`config.mk`:
```
export PLATFORM = sky130hd
export DESIGN_NAME = div
export DESIGN_NICKNAME = d
export VERILOG_FILES = /design/src/rtl/div_pkg.sv /design/src/rtl/div.sv
export SDC_FILE = /design/constraint.sdc
export NUM_CORES = 1
export LEC_CHECK = 0
export BUFFER_PORTS_ARGS = -buffer_cell sky130_fd_sc_hd__clkbuf_2
export CAP_MARGIN = 5
export CORE_UTILIZATION = 54
export DETAILED_ROUTE_END_ITERATION = 8
export PLACE_DENSITY_LB_ADDON = 0.1
export SETUP_SLACK_MARGIN = 0.5
export SLEW_MARGIN = 20
export SYNTH_ARGS = -nofsm -noshare
export SYNTH_HDL_FRONTEND = slang
export SYNTH_SLANG_ARGS = --single-unit
```
`constraint.sdc`:
```
create_clock -name clk -period 4.77 [get_ports clk]
set_input_delay 0.2385 -clock clk [delete_from_list [all_inputs] [get_ports clk]]
set_output_delay 0.2385 -clock clk [all_outputs]
set_load 0.03 [all_outputs]
```
`src/rtl/div_pkg.sv`:
```
// Shared definitions for the multi-cycle divider.
//   - State encodings for the divider FSM.
//   - Handshake level names for ready/start.
//   - Datapath widths and a two's-complement negation helper.
package div_pkg;

    localparam int RegBus       = 32;
    localparam int DoubleRegBus = 64;

    localparam logic DivResultReady    = 1'b1;
    localparam logic DivResultNotReady = 1'b0;
    localparam logic DivStart          = 1'b1;
    localparam logic DivStop           = 1'b0;

    typedef enum logic [1:0] {
        DivFree     = 2'b00,
        DivByZero   = 2'b01,
        DivOn       = 2'b10,
        DivEnd      = 2'b11
    } div_state_e;

    // Two's-complement negate. 0x80000000 maps to itself, which is exactly
    // the magnitude needed for the most negative operand.
    function automatic logic [RegBus-1:0] twos_neg(input logic [RegBus-1:0] v);
        logic signed [RegBus-1:0] s;
        s = $signed(v);
        return $unsigned(-s);
    endfunction

endpackage

```
`src/rtl/div.sv`:
```
// Multi-cycle 32-bit integer divider (DIV / DIVU) beside the execute stage.
// Restoring shift-subtract, one quotient bit per clock, followed by a sign
// fix-up cycle. Signed operands are converted to magnitudes on acceptance.
//
// Ports:
//   clk           rising-edge clock
//   rst           asynchronous active-high reset
//   signed_div_i  1 = signed divide, 0 = unsigned
//   opdata1_i     dividend
//   opdata2_i     divisor
//   start_i       request, level-held until the result is consumed
//   annul_i       cancel an in-flight divide (only honoured while iterating)
//   result_o      {remainder, quotient}, registered
//   ready_o       result valid, registered
module div
    import div_pkg::*;
(
    input  logic                    clk,
    input  logic                    rst,
    input  logic                    signed_div_i,
    input  logic [RegBus-1:0]       opdata1_i,
    input  logic [RegBus-1:0]       opdata2_i,
    input  logic                    start_i,
    input  logic                    annul_i,
    output logic [DoubleRegBus-1:0] result_o,
    output logic                    ready_o
);

    div_state_e              state_q, state_d;
    logic [5:0]              cnt_q, cnt_d;
    logic [RegBus-1:0]       rem_q, rem_d;       // partial remainder
    logic [RegBus-1:0]       quo_q, quo_d;       // dividend shifting out, quotient shifting in
    logic [RegBus-1:0]       dvs_q, dvs_d;       // divisor magnitude
    logic                    sgn_q, sgn_d;
    logic                    neg1_q, neg1_d;
    logic                    neg2_q, neg2_d;
    logic [DoubleRegBus-1:0] result_q, result_d;
    logic                    ready_q, ready_d;

    logic [RegBus:0]         shifted;
    logic [RegBus:0]         trial;
    logic                    trial_ge;
    logic [RegBus-1:0]       quo_fix;
    logic [RegBus-1:0]       rem_fix;

    // Iteration datapath: the remainder stays below the divisor, so the
    // shifted value fits in 33 bits. When its top bit is set it certainly
    // exceeds the 32-bit divisor; otherwise bit 32 of the modular 33-bit
    // difference is the borrow.
    always_comb begin
        shifted  = {rem_q, quo_q[RegBus-1]};
        trial    = shifted - {1'b0, dvs_q};
        trial_ge = shifted[RegBus] | ~trial[RegBus];
        quo_fix  = (sgn_q && (neg1_q ^ neg2_q)) ? twos_neg(quo_q) : quo_q;
        rem_fix  = (sgn_q && neg1_q) ? twos_neg(rem_q) : rem_q;
    end

    always_comb begin
        state_d  = state_q;
        cnt_d    = cnt_q;
        rem_d    = rem_q;
        quo_d    = quo_q;
        dvs_d    = dvs_q;
        sgn_d    = sgn_q;
        neg1_d   = neg1_q;
        neg2_d   = neg2_q;
        result_d = result_q;
        ready_d  = ready_q;

        unique case (state_q)
            DivFree: begin
                ready_d  = DivResultNotReady;
                result_d = '0;
                if (start_i == DivStart && !annul_i) begin
                    if (opdata2_i == '0) begin
                        state_d = DivByZero;
                    end else begin
                        quo_d   = (signed_div_i && opdata1_i[RegBus-1]) ? twos_neg(opdata1_i) : opdata1_i;
                        dvs_d   = (signed_div_i && opdata2_i[RegBus-1]) ? twos_neg(opdata2_i) : opdata2_i;
                        sgn_d   = signed_div_i;
                        neg1_d  = opdata1_i[RegBus-1];
                        neg2_d  = opdata2_i[RegBus-1];
                        rem_d   = '0;
                        cnt_d   = '0;
                        state_d = DivOn;
                    end
                end
            end

            DivByZero: begin
                result_d = '0;
                ready_d  = DivResultReady;
                state_d  = DivEnd;
            end

            DivOn: begin
                if (annul_i) begin
                    state_d  = DivFree;
                    ready_d  = DivResultNotReady;
                    result_d = '0;
                end else if (cnt_q != 6'd32) begin
                    if (trial_ge) begin
                        rem_d = trial[RegBus-1:0];
                    end else begin
                        rem_d = shifted[RegBus-1:0];
                    end
                    quo_d = {quo_q[RegBus-2:0], trial_ge};
                    cnt_d = cnt_q + 6'd1;
                end else begin
                    result_d = {rem_fix, quo_fix};
                    ready_d  = DivResultReady;
                    state_d  = DivEnd;
                end
            end

            DivEnd: begin
                if (start_i == DivStop) begin
                    state_d  = DivFree;
                    ready_d  = DivResultNotReady;
                    result_d = '0;
                end
            end

            default: begin
                state_d  = DivFree;
                ready_d  = DivResultNotReady;
                result_d = '0;
            end
        endcase
    end

    always_ff @(posedge clk or posedge rst) begin
        if (rst) begin
            state_q  <= DivFree;
            cnt_q    <= '0;
            rem_q    <= '0;
            quo_q    <= '0;
            dvs_q    <= '0;
            sgn_q    <= 1'b0;
            neg1_q   <= 1'b0;
            neg2_q   <= 1'b0;
            result_q <= '0;
            ready_q  <= DivResultNotReady;
        end else begin
            state_q  <= state_d;
            cnt_q    <= cnt_d;
            rem_q    <= rem_d;
            quo_q    <= quo_d;
            dvs_q    <= dvs_d;
            sgn_q    <= sgn_d;
            neg1_q   <= neg1_d;
            neg2_q   <= neg2_d;
            result_q <= result_d;
            ready_q  <= ready_d;
        end
    end

    assign result_o = result_q;
    assign ready_o  = ready_q;

endmodule

```
==> flow_summary.ini, run 1 <==
[routing]
wire_per_inst_um = 15.8
drc = 0
drt-pass1-iter-count = 5
detail_route.wirelength_um = 27400
avgViaCountPerCell = 5.69
ant_nets = 0
route.vias.total = 9860
detailedRoute.firstIterationViolations = 792

[power]
p_per_area_nw_per_um2 = 555
peakVddDrop_mv = 0.412
power.total_mw = 7.03
leakage_nw = 5.82

[sta]
final_min_period_over_clock_period_pct = 79.9
layout_min_cycle_time_ns = 3.81
fmax_mhz = 262
worst_slew_pin_slew_ns = 1.03
setup-tns-final_ns = 0
finalClockSkew_ns = 0.0111
setup_ws_ns = 0.959
setup_viol = 0
slew_headroom_pct = 31.6
timing.final.max_slew_violations = 0
rsz0062_at_grt = no
hold_violations = 0

[run_status]
result_of_the_run = completed

[cells_and_area]
final_cells = 1732
nNetsFinal = 1562
areaGrowthSynthToFinish_pct = 12.4
layout_commonest_cell = sky130_fd_sc_hd__nand2_1
filler_cell_count = 1829
insertedDiodeCount = 0
layout.cells.most_common_list = 187 x sky130_fd_sc_hd__nand2_1, 172 x sky130_fd_sc_hd__dfrtp_1, 151 x sky130_fd_sc_hd__o21ai_0
final_util_pct = 62.1
drive_gt1_share_pct = 13.7

[floorplan]
core_region_area_um2 = 20400
std_cell_rows = 52
initial_core_util_pct = 55.3
pin_count = 134
die_height_um = 146
die_w_um = 146
dieArea_um2 = 21400

[worst_setup_path]
cp_common_cell = sky130_fd_sc_hd__o21ai_0
reg2regPathDepth = 13
crit_required_ns = 5.12
critPathCapture = rem_q[3]$_DFFE_PP0P_
endpoint_kind = flop
worst_r2r_startpoint = quo_q[31]$_DFFE_PP0P_
cp_num_buf_inv = 2
critical-path-slowest-cell = sky130_fd_sc_hd__o31a_1
crit_path_max_incr_delay_ns = 0.60
cp_top_family = compound AO/OA/AOI/OAI gates
critical_path.startpoint = quo_q[31]$_DFFE_PP0P_
cp_max_fo = 27
reg2reg_to = rem_q[3]$_DFFE_PP0P_
crit_chain = inv_1 > ha_1 > fa_1 > nor2b_1 > o31a_1 > o21ai_0 > a2111oi_0 > o21ai_0 > o31a_1 > buf_4 > a211oi_1 > a21oi_1 > o21ai_0
cp.depth = 13
regToRegSetupSlack_ns = 0.96
crit_type = flop to flop
startpoint_type = flop
worst-endpoint-arrival_ns = 4.16

[placed_design]
io_buffer_count = 133
place_congestion = 0.883
placed_cells = 1700
place_worst_setup_slack_ns = 1.00
detailedPlacementHpwl_um = 20500

[cts]
cts_root_buffer = sky130_fd_sc_hd__clkbuf_16
clock_sink_count = 172
cts_max_path_bufs = 2
cts-buffers-inserted = 17
post_cts_setup_bufs = 0
post_cts_resized = 0
clock_latency_on_the_worst_skew_pair_ns = 0.44
cts.clk_slew.worst_paths_ns = 0.07
cts_hold_buf = 0
cts_tree = yes
cts-htree-levels = 4

[grt]
grt_max_degree = 173
gr-usage-met1_pct = 44.3
grt_pass1_vias = 8653
gr-usage-met3_pct = 3.69
initial_antenna_violation_count = 0
grt_remaining_overflow = 0
groute.usage.overall_pct = 26.3
grt_first_pass_wirelength_um = 45200
top_usage_layer = met1
groute.layer.met2.usage_pct = 34.7

[yosys]
synthDistinctLibCells = 67
syn_avg_cell_area_um2 = 8.31
ys_seq_area_share_pct = 38.2
synth_ff_type = sky130_fd_sc_hd__dfrtp_1
async_set_reset_flop_share_out_of_synthesis_pct = 100
synth-warning-count = 0
synthCells = 1356
synth_enable_flop_cells = 0
mappedNetlistNets = 1469
synth.ff_latch_count = 172
syn_area_um2 = 11300

[run]
max_cap_viols = 0

[hold_path]
holdCritPathClass = primary input to async pin
==> final cells by class <==
class,instances,area [um2],area share [%]
clock inverters,15,173,1.36
well taps,270,338,2.67
flip-flops and latches,172,4300,34.0
multi-input cells,1052,6400,50.6
repair buffers,142,771,6.09
clock buffers,17,425,3.36
inverters,64,244,1.93
==> tightest hold or removal path, cell delays in order <==
cell,delay (ns)
sky130_fd_sc_hd__clkbuf_2,0.10
sky130_fd_sc_hd__clkinvlp_4,0.08
sky130_fd_sc_hd__buf_12,0.61
==> synthesized netlist by cell type, drive strengths merged (3+ instances only) <==
| cell | n | share of area (%) |
|---|---|---|
| ha | 43 | 4.8 |
| o21a | 4 | 0.27 |
| clkbuf | 51 | 1.7 |
| or3 | 13 | 0.77 |
| buf | 17 | 1.1 |
| o221ai | 3 | 0.23 |
| nor2b | 8 | 0.44 |
| dfrtp | 172 | 38 |
| or4 | 14 | 1.0 |
| o41ai | 14 | 1.1 |
| a21oi | 128 | 5.7 |
| xor2 | 67 | 5.2 |
| xnor2 | 78 | 6.1 |
| a22oi | 3 | 0.20 |
| o31ai | 18 | 1.2 |
| nand2 | 187 | 6.2 |
| nand3 | 14 | 0.62 |
| nand2b | 9 | 0.50 |
| nor4 | 9 | 0.74 |
| mux2 | 3 | 0.30 |
| inv | 64 | 2.1 |
| and3 | 4 | 0.22 |
| or2 | 5 | 0.28 |
| nand4 | 8 | 0.44 |
| and2 | 6 | 0.33 |
| o21bai | 5 | 0.33 |
| a22o | 7 | 0.54 |
| a21o | 20 | 1.3 |
| a31oi | 7 | 0.39 |
| mux2i | 4 | 0.36 |
| o31a | 4 | 0.31 |
| nor2 | 111 | 3.7 |
| a211oi | 7 | 0.47 |
| o211ai | 9 | 0.60 |
| nor3 | 28 | 1.5 |
| o21ai | 182 | 8.1 |
==> layer usage <==
metal	vias up	share of wire, %
met1	4568	53
met5	-	0
met4	0	0.74
li1	4936	-
met3	16	7.1
met2	340	39
==> how the worst min path moves through the flow <==
stage                        startpoint                  endpoint  cells past startpoint
2_1_floorplan             opdata2_i[31]     dvs_q[31]$_DFFE_PP0P_                      2
3_3_place_gp   result_o[49]$_DFFE_PP0P_  result_o[49]$_DFFE_PP0P_                      2
3_5_place_dp   result_o[58]$_DFFE_PP0P_  result_o[58]$_DFFE_PP0P_                      2
4_1_cts                   opdata1_i[31]        neg1_q$_DFFE_PP0P_                      2
5_1_grt                   opdata1_i[31]        neg1_q$_DFFE_PP0P_                      2
6_report                            rst  result_o[44]$_DFFE_PP0P_                      3
==> cells by family (layout without fill, tap and decap cells) <==
group                    count (synthesis)  in the layout  synth area share [%]
AND/OR/NAND/NOR                        423            423                  17.4
multiplexers                             7              7                 0.655
XOR/XNOR                               145            145                  11.3
flip-flops                             172            172                  38.2
adder cells (fa/ha/maj)                 44             44                  4.96
AO/OA/AOI/OAI                          433            433                  22.5
buffers and inverters                  132            238                  5.00
==> flip-flops by register name, summed over array words and instances, names as in the netlist <==
register,flops
cnt_q,6
dvs_q,32
neg1_q,1
neg2_q,1
quo_q,32
ready_o,1
rem_q,32
result_o,64
sgn_q,1
state_q,2
==> power breakdown <==
part           switching (mW)  total (mW)  internal [mW]
logic                    2.13        3.29           1.16
clock network           0.665        1.41          0.749
registers               0.436        2.33           1.89
total                    3.23        7.03           3.80
==> through the flow <==
stage	hold WS (ns)	area (um2)
after floorplan	0.375	11300
after global placement	0.460	12100
after detailed placement	0.469	12100
after CTS	0.0901	12700
after global routing	0.0938	12700
final	0.0561	12700
Note: power is estimated with default switching activity, not from simulation.
==> run 2, diff against run 1 <==
==> constraint.sdc (replaced) <==
create_clock -name clk -period 3.2 [get_ports clk]
set_input_delay 0.16 -clock clk [delete_from_list [all_inputs] [get_ports clk]]
set_output_delay 0.16 -clock clk [all_outputs]
set_load 0.03 [all_outputs]
==> run 2 against run 1 <==
  * Via count increased by 2.1%
  * Flip-flop and latch count unchanged
  * Setup slack worse by 0.69 ns
  * Combinational power grew 69%
  * Die area is the same
  * Maximum frequency increased by 30%
  * Sequential power increased by 51%
  * Core utilization is 4.3 points higher
  * Register-to-register slack worse by 0.69 ns
==> flow_summary.ini, run 2 (synthesis gave the netlist of run 1 again) <==
[power]
netSwitchingFraction_pct = 46.5
leakage_nw = 6.14
combinationalPowerShare_pct = 49.9
net-switching-power_mw = 5.17
power.internal_mw = 5.96
fraction_of_power_consumed_by_sequential_logic_pct = 31.5
clock_power_share_pct = 18.5
peakVddDrop_mv = 0.502
p_per_area_nw_per_um2 = 823
power.total_mw = 11.1

[sta]
slew_headroom_pct = 46.3
layout_min_cycle_time_ns = 2.93
hold_violations = 0
final_min_period_over_clock_period_pct = 91.6
finalClockSkew_ns = 0.0141
setup_viol = 0
rsz0062_at_grt = yes
worst_slew_pin_slew_ns = 0.806
fmax_mhz = 341
setup-tns-final_ns = 0
worst_hold_slack_ns = 0.0565
timing.final.max_slew_violations = 0

[worst_setup_path]
worst-endpoint-arrival_ns = 3.25
critical-path-slowest-cell = sky130_fd_sc_hd__o31a_4
cp_max_fo = 6
regToRegSetupSlack_ns = 0.27
cp_common_cell = sky130_fd_sc_hd__o21ai_2
crit_path_max_incr_delay_ns = 0.40
startpoint_type = flop
endpoint_kind = flop
crit_required_ns = 3.52
reg2reg_to = rem_q[19]$_DFFE_PP0P_
critical_path.startpoint = quo_q[31]$_DFFE_PP0P_
crit_type = flop to flop
crit_chain = inv_2 > ha_4 > fa_2 > nor2b_4 > o31a_1 > o21ai_2 > a2111oi_4 > o21ai_2 > o31a_4 > buf_6 > and3_1 > a221o_1
reg2regPathDepth = 12
worst_r2r_startpoint = quo_q[31]$_DFFE_PP0P_
critPathCapture = rem_q[19]$_DFFE_PP0P_

[grt]
grt_max_degree = 68
grt_remaining_overflow = 0
groute.usage.overall_pct = 28.0
initial_antenna_violation_count = 0
grt_first_pass_wirelength_um = 48200
grt_pass1_vias = 9298

[run_status]
result_of_the_run = completed

[cts]
clock_sink_count = 172
cts-htree-levels = 4
cts_tree = yes
cts.clk_slew.worst_paths_ns = 0.08
cts-buffers-inserted = 17
cts_max_path_bufs = 2
clock_latency_on_the_worst_skew_pair_ns = 0.43
cts_root_buffer = sky130_fd_sc_hd__clkbuf_16

[cells_and_area]
layout.cells.most_common_list = 184 x sky130_fd_sc_hd__nand2_1, 167 x sky130_fd_sc_hd__dfrtp_1, 133 x sky130_fd_sc_hd__o21ai_0, 133 x sky130_fd_sc_hd__clkbuf_2, 113 x sky130_fd_sc_hd__a21oi_1
insertedDiodeCount = 0
areaGrowthSynthToFinish_pct = 20.1
drive_gt1_share_pct = 21.2
layout_commonest_cell = sky130_fd_sc_hd__nand2_1
filler_cell_count = 1692
number_of_flip_flops_in_the_largest_register = 64
nNetsFinal = 1606
final_area_um2 = 13500

[hold_path]
min_path_cells = 3
holdCritPathClass = primary input to flop

[run]
max_cap_viols = 0

[floorplan]
die_height_um = 146
initial_core_util_pct = 55.3
std_cell_rows = 52
pin_count = 134
dieArea_um2 = 21400
die_w_um = 146
core_region_area_um2 = 20400

[routing]
detail_route.wirelength_um = 29300
ant_nets = 0
route.vias.total = 10070
drt-pass1-iter-count = 5
wire_per_inst_um = 16.5
drc = 0
detailedRoute.firstIterationViolations = 712
avgViaCountPerCell = 5.67

[placed_design]
io_buffer_count = 133
detailedPlacementHpwl_um = 21600
dpl-instance-area_um2 = 12300
place_congestion = 0.914
[run 2: layout make-up]
class	instances	area, um2	area share [%]
multi-input combinational	1052	6830	50.5
sequential	172	4310	31.9
timing repair buffer	186	1210	8.97
clock buffer	18	439	3.25
tap	270	338	2.50
inverter	64	244	1.80
clock inverter	14	150	1.11
[run 2: per-stage QoR]
stage / util, % / instances / setup slack, ns
after floorplan: - / 1356 / 0.413
after global placement: 60.4 / 1720 / 0.249
after detailed placement: 60.4 / 1720 / 0.167
after CTS: 65.5 / 1771 / 0.335
after global routing: 66.4 / 1776 / 0.143
final: 66.4 / 1776 / 0.270
[run 2: worst min path at each step]
stage / startpoint / to / slack [ns]
4_1_cts: opdata2_i[19] / dvs_q[19]$_DFFE_PP0P_ / 0.05
3_3_place_gp: rst / result_o[44]$_DFFE_PP0P_ / 0.28
5_1_grt: opdata1_i[31] / neg1_q$_DFFE_PP0P_ / 0.08
6_report: opdata2_i[19] / dvs_q[19]$_DFFE_PP0P_ / 0.06
2_1_floorplan: opdata2_i[31] / dvs_q[31]$_DFFE_PP0P_ / 0.30
3_5_place_dp: rst / result_o[45]$_DFFE_PP0P_ / 0.28
[run 2: what timing repair did]
action / in CTS / in global routing
pin swaps: 26 / 15
hold buffers: 1 / 0
setup buffers: 15 / 5
gates resized for setup: 71 / 35
setup endpoints to repair: 44 / 101
gates cloned: 3 / 0
hold endpoints to repair: 26 / 0
[run 2: critical path, delay by kind of cell (launching register included)]
family | cells | cell delay (ns)
AOI/OAI and AO/OA | 6 | 1.39
adders and majority gates | 2 | 0.54
buffers and inverters | 2 | 0.20
DFF | 1 | 0.36
and+or+nand+nor | 2 | 0.33
[run 2: power by group through the flow]
| stage | combinational, mW | clock [mW] | sequential, mW |
|---|---|---|---|
| 3_5_place_dp | 5.06 | 0 | 3.51 |
| 3_3_place_gp | 4.96 | 0 | 3.48 |
| 4_1_cts | 5.35 | 2.09 | 3.48 |
| 6_report | 5.56 | 2.06 | 3.51 |
| 5_1_grt | 6.13 | 2.18 | 3.59 |
| 2_1_floorplan | 3.49 | 0 | 3.68 |
[run 2: routing by layer]
metal,part of all wire (%),wire length (um),track usage [%],up-vias
li1,-,-,-,5018
met1,53,15600,46.2,4694
met2,39,11400,36.9,337
met3,6.9,2010,5.19,21
met4,0.99,290,6.20,0
met5,0,0,0,-
